## src/rtl/reverse_bits_pkg.sv

```systemverilog
// Shared types and constants for the reverse_bits streaming pipeline.
package reverse_bits_pkg;

    typedef enum logic [1:0] {
        REV_BIT    = 2'b00,
        REV_NIB    = 2'b01,
        REV_BYTE   = 2'b10,
        REV_BYPASS = 2'b11
    } rev_mode_e;

    localparam int unsigned PIPE_LATENCY = 2;

endpackage

```

## src/rtl/reverse_bits_core.sv

```systemverilog
// Purely combinational WIDTH-bit reverser at bit, nibble, byte or bypass granularity.
module reverse_bits_core
    import reverse_bits_pkg::*;
#(
    parameter int unsigned WIDTH = 32
) (
    input  logic [WIDTH-1:0] data,
    input  logic [1:0]       mode,
    output logic [WIDTH-1:0] rev
);

    localparam int unsigned NUM_NIB  = WIDTH / 4;
    localparam int unsigned NUM_BYTE = WIDTH / 8;

    logic [WIDTH-1:0] rev_bit;
    logic [WIDTH-1:0] rev_nib;
    logic [WIDTH-1:0] rev_byte;

    for (genvar i = 0; i < WIDTH; i++) begin : g_bit
        assign rev_bit[i] = data[WIDTH-1-i];
    end

    for (genvar k = 0; k < NUM_NIB; k++) begin : g_nib
        assign rev_nib[4*k +: 4] = data[4*(NUM_NIB-1-k) +: 4];
    end

    for (genvar k = 0; k < NUM_BYTE; k++) begin : g_byte
        assign rev_byte[8*k +: 8] = data[8*(NUM_BYTE-1-k) +: 8];
    end

    always_comb begin
        rev = data;
        unique case (rev_mode_e'(mode))
            REV_BIT:    rev = rev_bit;
            REV_NIB:    rev = rev_nib;
            REV_BYTE:   rev = rev_byte;
            REV_BYPASS: rev = data;
            default:    rev = data;
        endcase
    end

endmodule

```

## src/rtl/reverse_bits_pipe.sv

```systemverilog
// Two-stage elastic reverser with palindrome flag; optional saturating palindrome
// counter enabled by defining REVERSE_BITS_PAL_CNT_EN.
module reverse_bits_pipe
    import reverse_bits_pkg::*;
#(
    parameter int unsigned WIDTH = 32,
    parameter int unsigned CNT_W = 16
) (
    input  logic             clk,
    input  logic             rst,
    input  logic             in_valid,
    output logic             in_ready,
    input  logic [WIDTH-1:0] in_data,
    input  logic [1:0]       in_mode,
    output logic             out_valid,
    input  logic             out_ready,
    output logic [WIDTH-1:0] out_data,
    output logic             out_pal,
    output logic [1:0]       out_mode,
    output logic [CNT_W-1:0] pal_count
);

    logic             s1_valid;
    logic             s2_valid;
    logic             s1_load;
    logic             s2_load;
    logic [WIDTH-1:0] s1_data;
    logic [WIDTH-1:0] s1_rev;
    logic [1:0]       s1_mode;
    logic [WIDTH-1:0] core_rev;
    logic             s1_pal;

    reverse_bits_core #(
        .WIDTH(WIDTH)
    ) u_core (
        .data(in_data),
        .mode(in_mode),
        .rev (core_rev)
    );

    // in_ready looks through S2 to out_ready so a full pipe still streams at 1 word/cycle.
    assign in_ready  = !s1_valid || !s2_valid || out_ready;
    assign s1_load   = in_valid && in_ready;
    assign s2_load   = s1_valid && (!s2_valid || out_ready);
    assign out_valid = s2_valid;
    assign s1_pal    = (rev_mode_e'(s1_mode) == REV_BYPASS) || (s1_rev == s1_data);

    always_ff @(posedge clk or posedge rst) begin
        if (rst) begin
            s1_valid <= 1'b0;
            s1_data  <= '0;
            s1_rev   <= '0;
            s1_mode  <= '0;
        end else begin
            s1_valid <= s1_load || (s1_valid && !s2_load);
            if (s1_load) begin
                s1_data <= in_data;
                s1_rev  <= core_rev;
                s1_mode <= in_mode;
            end
        end
    end

    always_ff @(posedge clk or posedge rst) begin
        if (rst) begin
            s2_valid <= 1'b0;
            out_data <= '0;
            out_pal  <= 1'b0;
            out_mode <= '0;
        end else begin
            s2_valid <= s2_load || (s2_valid && !out_ready);
            if (s2_load) begin
                out_data <= s1_rev;
                out_pal  <= s1_pal;
                out_mode <= s1_mode;
            end
        end
    end

`ifdef REVERSE_BITS_PAL_CNT_EN
    logic [CNT_W-1:0] pal_cnt;

    // Counts only delivered results, saturating instead of wrapping.
    always_ff @(posedge clk or posedge rst) begin
        if (rst) begin
            pal_cnt <= '0;
        end else if (out_valid && out_ready && out_pal && (pal_cnt != {CNT_W{1'b1}})) begin
            pal_cnt <= pal_cnt + CNT_W'(1);
        end
    end

    assign pal_count = pal_cnt;
`else
    assign pal_count = '0;
`endif

endmodule
```

## config.mk

```make
export PLATFORM = sky130hd
export DESIGN_NAME = reverse_bits_pipe
export DESIGN_NICKNAME = d
export VERILOG_FILES = /design/src/rtl/reverse_bits_pkg.sv /design/src/rtl/reverse_bits_core.sv /design/src/rtl/reverse_bits_pipe.sv
export SDC_FILE = /design/constraint.sdc
export NUM_CORES = 1
export LEC_CHECK = 0
export ABC_AREA = 1
export CORE_ASPECT_RATIO = 1.5
export CORE_MARGIN = 2
export CORE_UTILIZATION = 30
export CTS_CLUSTER_DIAMETER = 150
export DETAILED_ROUTE_END_ITERATION = 8
export HOLD_SLACK_MARGIN = 0.06
export RECOVER_POWER = 50
export SLEW_MARGIN = 15
export SYNTH_ARGS = -nofsm -noshare
export SYNTH_HDL_FRONTEND = slang
export SYNTH_HIERARCHICAL = 1
export SYNTH_SLANG_ARGS = --single-unit
```

## constraint.sdc

```tcl
create_clock -name clk -period 3.3 [get_ports clk]
set_input_delay 0.66 -clock clk [delete_from_list [all_inputs] [get_ports clk]]
set_output_delay 0.66 -clock clk [all_outputs]
set_load 0.005 [all_outputs]
```

# After elaboration in Yosys (flattened, before gate mapping)
# Index checks and enable logic that the tools add are counted.
classes:
  n_eq_ne: 5
  muxes: 1
  reduce_logical: 15
op_table:
  columns: ["cell", "n"]
  rows:
  - ["$pmux 32 s4", 1]
  - ["$eq 32x32->1", 1]
  - ["$eq 2x2->1 const B", 3]
  - ["$logic_or 1x1->1", 6]
  - ["$logic_and 1x1->1", 4]
  - ["$logic_not 1->1", 4]
  - ["$eq 2x1->1 const B", 1]
  - ["$logic_not 2->1", 1]
word_totals:
  reg_bits: 103
  in_bits: 38
  output_inout_bits: 53
  word_cells: 29

# Depth between registers and ports, before layout
logic_depth:
  word_depth: 6
  mapped_depth: 10
  depth_no_buf: 10

# Cells and area by module
# The synthesis kept the hierarchy.
modules_own_cells:
  columns: ["mod", "n_inst", "cells_each", "area_each_um2"]
  rows:
  - ["reverse_bits_pipe", 1, 477, 4568.1]
  - ["reverse_bits_core", 1, 194, 1002.2]

# Worst setup path after synthesis
# OpenSTA, ideal clock, no wires.
synth_timing:
  path_kind: "in2reg"
  start: "in out_ready"
  end: "reg s1_data[10]"
  setup_time_ps: 125
  arrival_time_ps: 1530
  t_required_ps: 3175
  path_slack_ps: 1645
  stages: 6
  n_path_buf: 2
  cell_sequence: "inv_1 nand3_2 nand2_2 buf_6 buf_12 mux2_4"
synth_via:
  elab_chain_cells: 2
synth_lines:
  columns: ["element", "line", "source"]
  rows:
  - ["start: declaration", "reverse_bits_pipe.sv:16", "input logic out_ready,"]
  - ["$logic_or 1x1->1", "reverse_bits_pipe.sv:42", "assign in_ready = !s1_valid || !s2_valid || out_ready;"]
  - ["net in_ready", "reverse_bits_pipe.sv:12", "output logic in_ready,"]
  - ["$logic_and 1x1->1", "reverse_bits_pipe.sv:43", "assign s1_load = in_valid && in_ready;"]
  - ["end signal: assignment", "reverse_bits_pipe.sv:57", "s1_data <= in_data;"]
  - ["end: declaration", "reverse_bits_pipe.sv:27", "logic [WIDTH-1:0] s1_data;"]
# The timed path passes the listed nets, and every way through them passes these cells.
# A chain may end at the register's enable or synchronous reset.

# Final worst setup path
layout_timing:
  start: "in out_ready"
  end: "reg s1_data[22]"
layout_via:
  elab_chain_cells: 2
layout_lines:
  columns: ["element", "line"]
  rows:
  - ["$logic_or 1x1->1", "reverse_bits_pipe.sv:42"]
  - ["$logic_and 1x1->1", "reverse_bits_pipe.sv:43"]
# No other way between the ends.

==> run metrics <==
Antenna Cells=0; Worst Tran Pin Value=1.751 ns; pin count of the biggest net entering global routing=64; Yosys warnings=6; pre-CTS WS=0.7455 ns; PortBufs=74; drt wl/cell=14.86 microns; drt drc=0; gr ovfl total=0; Min Hold Slack=0.4681 ns; number of H-tree levels=3; critical path peak fanout=51; top_reg_cell synth=dfrtp_1; fin cells=978; Yosys reg bits=103; vias in the first global route=4323; fin worst setup slack=0.6125 ns; Tmin final=2.688 ns; critical path launch point type=input pin; via-per-instance ratio=4.682; clk_skew=0.004856 ns; Root Buffer=clkbuf_16; CTS tree=yes; critical path endpoint category=register; hold worst-path end=out_data[30]$_DFFE_PP0P_; area delta synth->final=19.52%; I/O Pins=91; max-cap violation count=1; Final nets=759; first-pass GRT wire length=22930 microns; CP Data Arrival Time=2.96 ns; EDFF count, synth=0; Tcrit/Tclk final=81.44%; largest area contributor in the netlist=dfrtp_1; Vias=4579; full die area=19700 sq um; Min-Delay Path Depth=2; core box area=18390 sq um; sequential fraction of the synthesis area=46.27%; Worst VDD drop=240.7 uV; Final ANT Viol Nets=0; Initial Util=30.28%; top cell type's share of synthesized area=46.27%; drt initial violations=258; Critical Path RT=3.57 ns; r2r endpoint=s1_data[22]$_DFFE_PP0P_; failing checks=max-capacitance violations, max-slew violations; syn avg cell area=8.302 sq um; HP Start=out_data[30]$_DFFE_PP0P_; Hold Buf Count CTS=0; # rows=61; worst hold path type=reg2reg; crit path kind=in2reg; area of the multi-input gates=2386 sq um; Die X=115.3 microns; outcome=finished, violations left; antenna violations before repair=0; CTS Buffer Depth=2; Worst R2R Path Depth=5; TritonCTS Sinks=103; Final Hold Fails=0; Seq. cell area=2577 sq um; Synth Cell Area=5570 sq um; placed cells=962; Total GRT Usage=15.13%; Commonest cells post-synth=nand2_1 (148), dfrtp_1 (103), nand3_1 (92), inv_1 (61), nor2_1 (55); Clk Latency, worst-skew pair=0.35 ns; fraction of layout cells with a size suffix above 1=9.091%; wire length after detailed routing=14530 microns; launch point of the worst reg-to-reg path=out_valid$_DFF_PP0_; setup repair bufs after CTS=0; fmax=372.1 MHz; Die Ht=170.9 microns; slew margin rel.=-17.40%; Mapped Cells=671; Synth async-reset ratio=100.0%; max-slew violation count=36; Static Leak=3.069 nW; Synth area leaders=dfrtp_1 (46%), nand2_1 (10%), nand3_1 (8.3%), inv_1 (4.1%), nor2_1 (3.7%); Reg2Reg Setup Slack=1.13 ns; CTS clk-pin slew, worst paths=0.07 ns; Post-CTS Resized=0; hpwl dp=10610 microns; CTS buffer count=9; CP startpoint=out_ready; post-synth cell types=27; routability cong.=0.7985; cell with the most instances after synthesis=nand2_1; Power Dens Cells=588.5 nW/um^2; RSZ-0062 raised after global routing=no; 1st-pass router iterations=5; fill count=1893; final setup TNS=0 ns; final setup violation count=0
## cell usage in the layout (no fill, tap or decap)
master,count
a21oi_1,33
o21ai_0,21
clkdlybuf4s50_1,54
nand3_2,1
inv_2,3
mux2_4,10
buf_12,2
xnor2_1,15
a21oi_2,10
clkinvlp_4,2
inv_8,1
dlygate4sd3_1,18
conb_1,16
inv_6,1
nor2_1,55
nand3_1,92
bufinv_16,2
buf_2,2
mux2_2,13
clkinvlp_2,1
nand2_1,148
a21oi_4,1
clkinv_4,1
nand2_2,1
nand4_1,32
nor2_4,1
nand3b_1,2
dfrtp_1,103
clkbuf_16,9
buf_4,5
o21ai_1,10
inv_1,60
o221ai_1,1
## routing by layer
layer  routed length, microns  global-route usage (%)  up-vias
li1                         -                       -     2258
met1                     5887                   18.10     2163
met2                     7665                   27.29      132
met3                      608                   1.665       26
met4                      370                   6.129        0
met5                        0                       0        -
## metrics by stage
step	area [sq um]	total power [W]	utilization (%)
3_5_place_dp	6336	0.002815	34.45
5_1_grt	6658	0.004175	36.19
6_report	6658	0.003918	36.19
3_3_place_gp	6336	0.002802	34.45
4_1_cts	6665	0.004008	36.24
2_1_floorplan	5630	0.002324	-
## state kept, by name, indices dropped and copies added (netlist names)
signal / count
out_mode: 2
s1_data: 32
s1_rev: 32
out_data: 32
s1_mode: 2
out_pal: 1
s1_valid: 1
out_valid: 1
## final cells by class
type                            count  area share, %
Sequential cell                   103          38.71
Multi-Input combinational cell    462          35.84
Timing Repair Buffer               81          12.14
Tap cell                          252          4.736
Inverter                           64          3.627
Clock buffer                        9          3.383
Clock inverter                      7          1.560
## how the worst max path moves through the flow
stage                                   end
detailed placement  s1_data[22]$_DFFE_PP0P_
finish              s1_data[22]$_DFFE_PP0P_
CTS                                in_ready
floorplan           out_data[0]$_DFFE_PP0P_
global route        s1_data[22]$_DFFE_PP0P_
global placement    s1_data[22]$_DFFE_PP0P_
## critical path, stage by stage
cell           delay (ns)
dlygate4sd3_1        0.53
inv_1                0.13
nand3_2              0.11
nand2_2              0.84
buf_4                0.44
nor2_1               0.08
a21oi_1              0.13
## report_power, final
group / leakage (nW) / internal, W / switching (W)
clock: 0.154 / 0.000674 / 0.000497
combinational: 1.72 / 0.000520 / 0.000539
sequential: 1.20 / 0.00153 / 0.000158
total: 3.07 / 0.00272 / 0.00119
## kinds of logic (layout without fill, tap and decap cells)
logic type,count (synthesis),in the layout,synth area share [%]
buffers and inverters,121,161,11.90
and+or+nand+nor,332,332,26.30
muxes,23,23,5.323
other,1,16,0.06732
AOI/OAI and AO/OA,76,76,7.772
DFF,103,103,46.27
xor gates and xnor gates,15,15,2.359
Power figures use the tool's default switching activity.
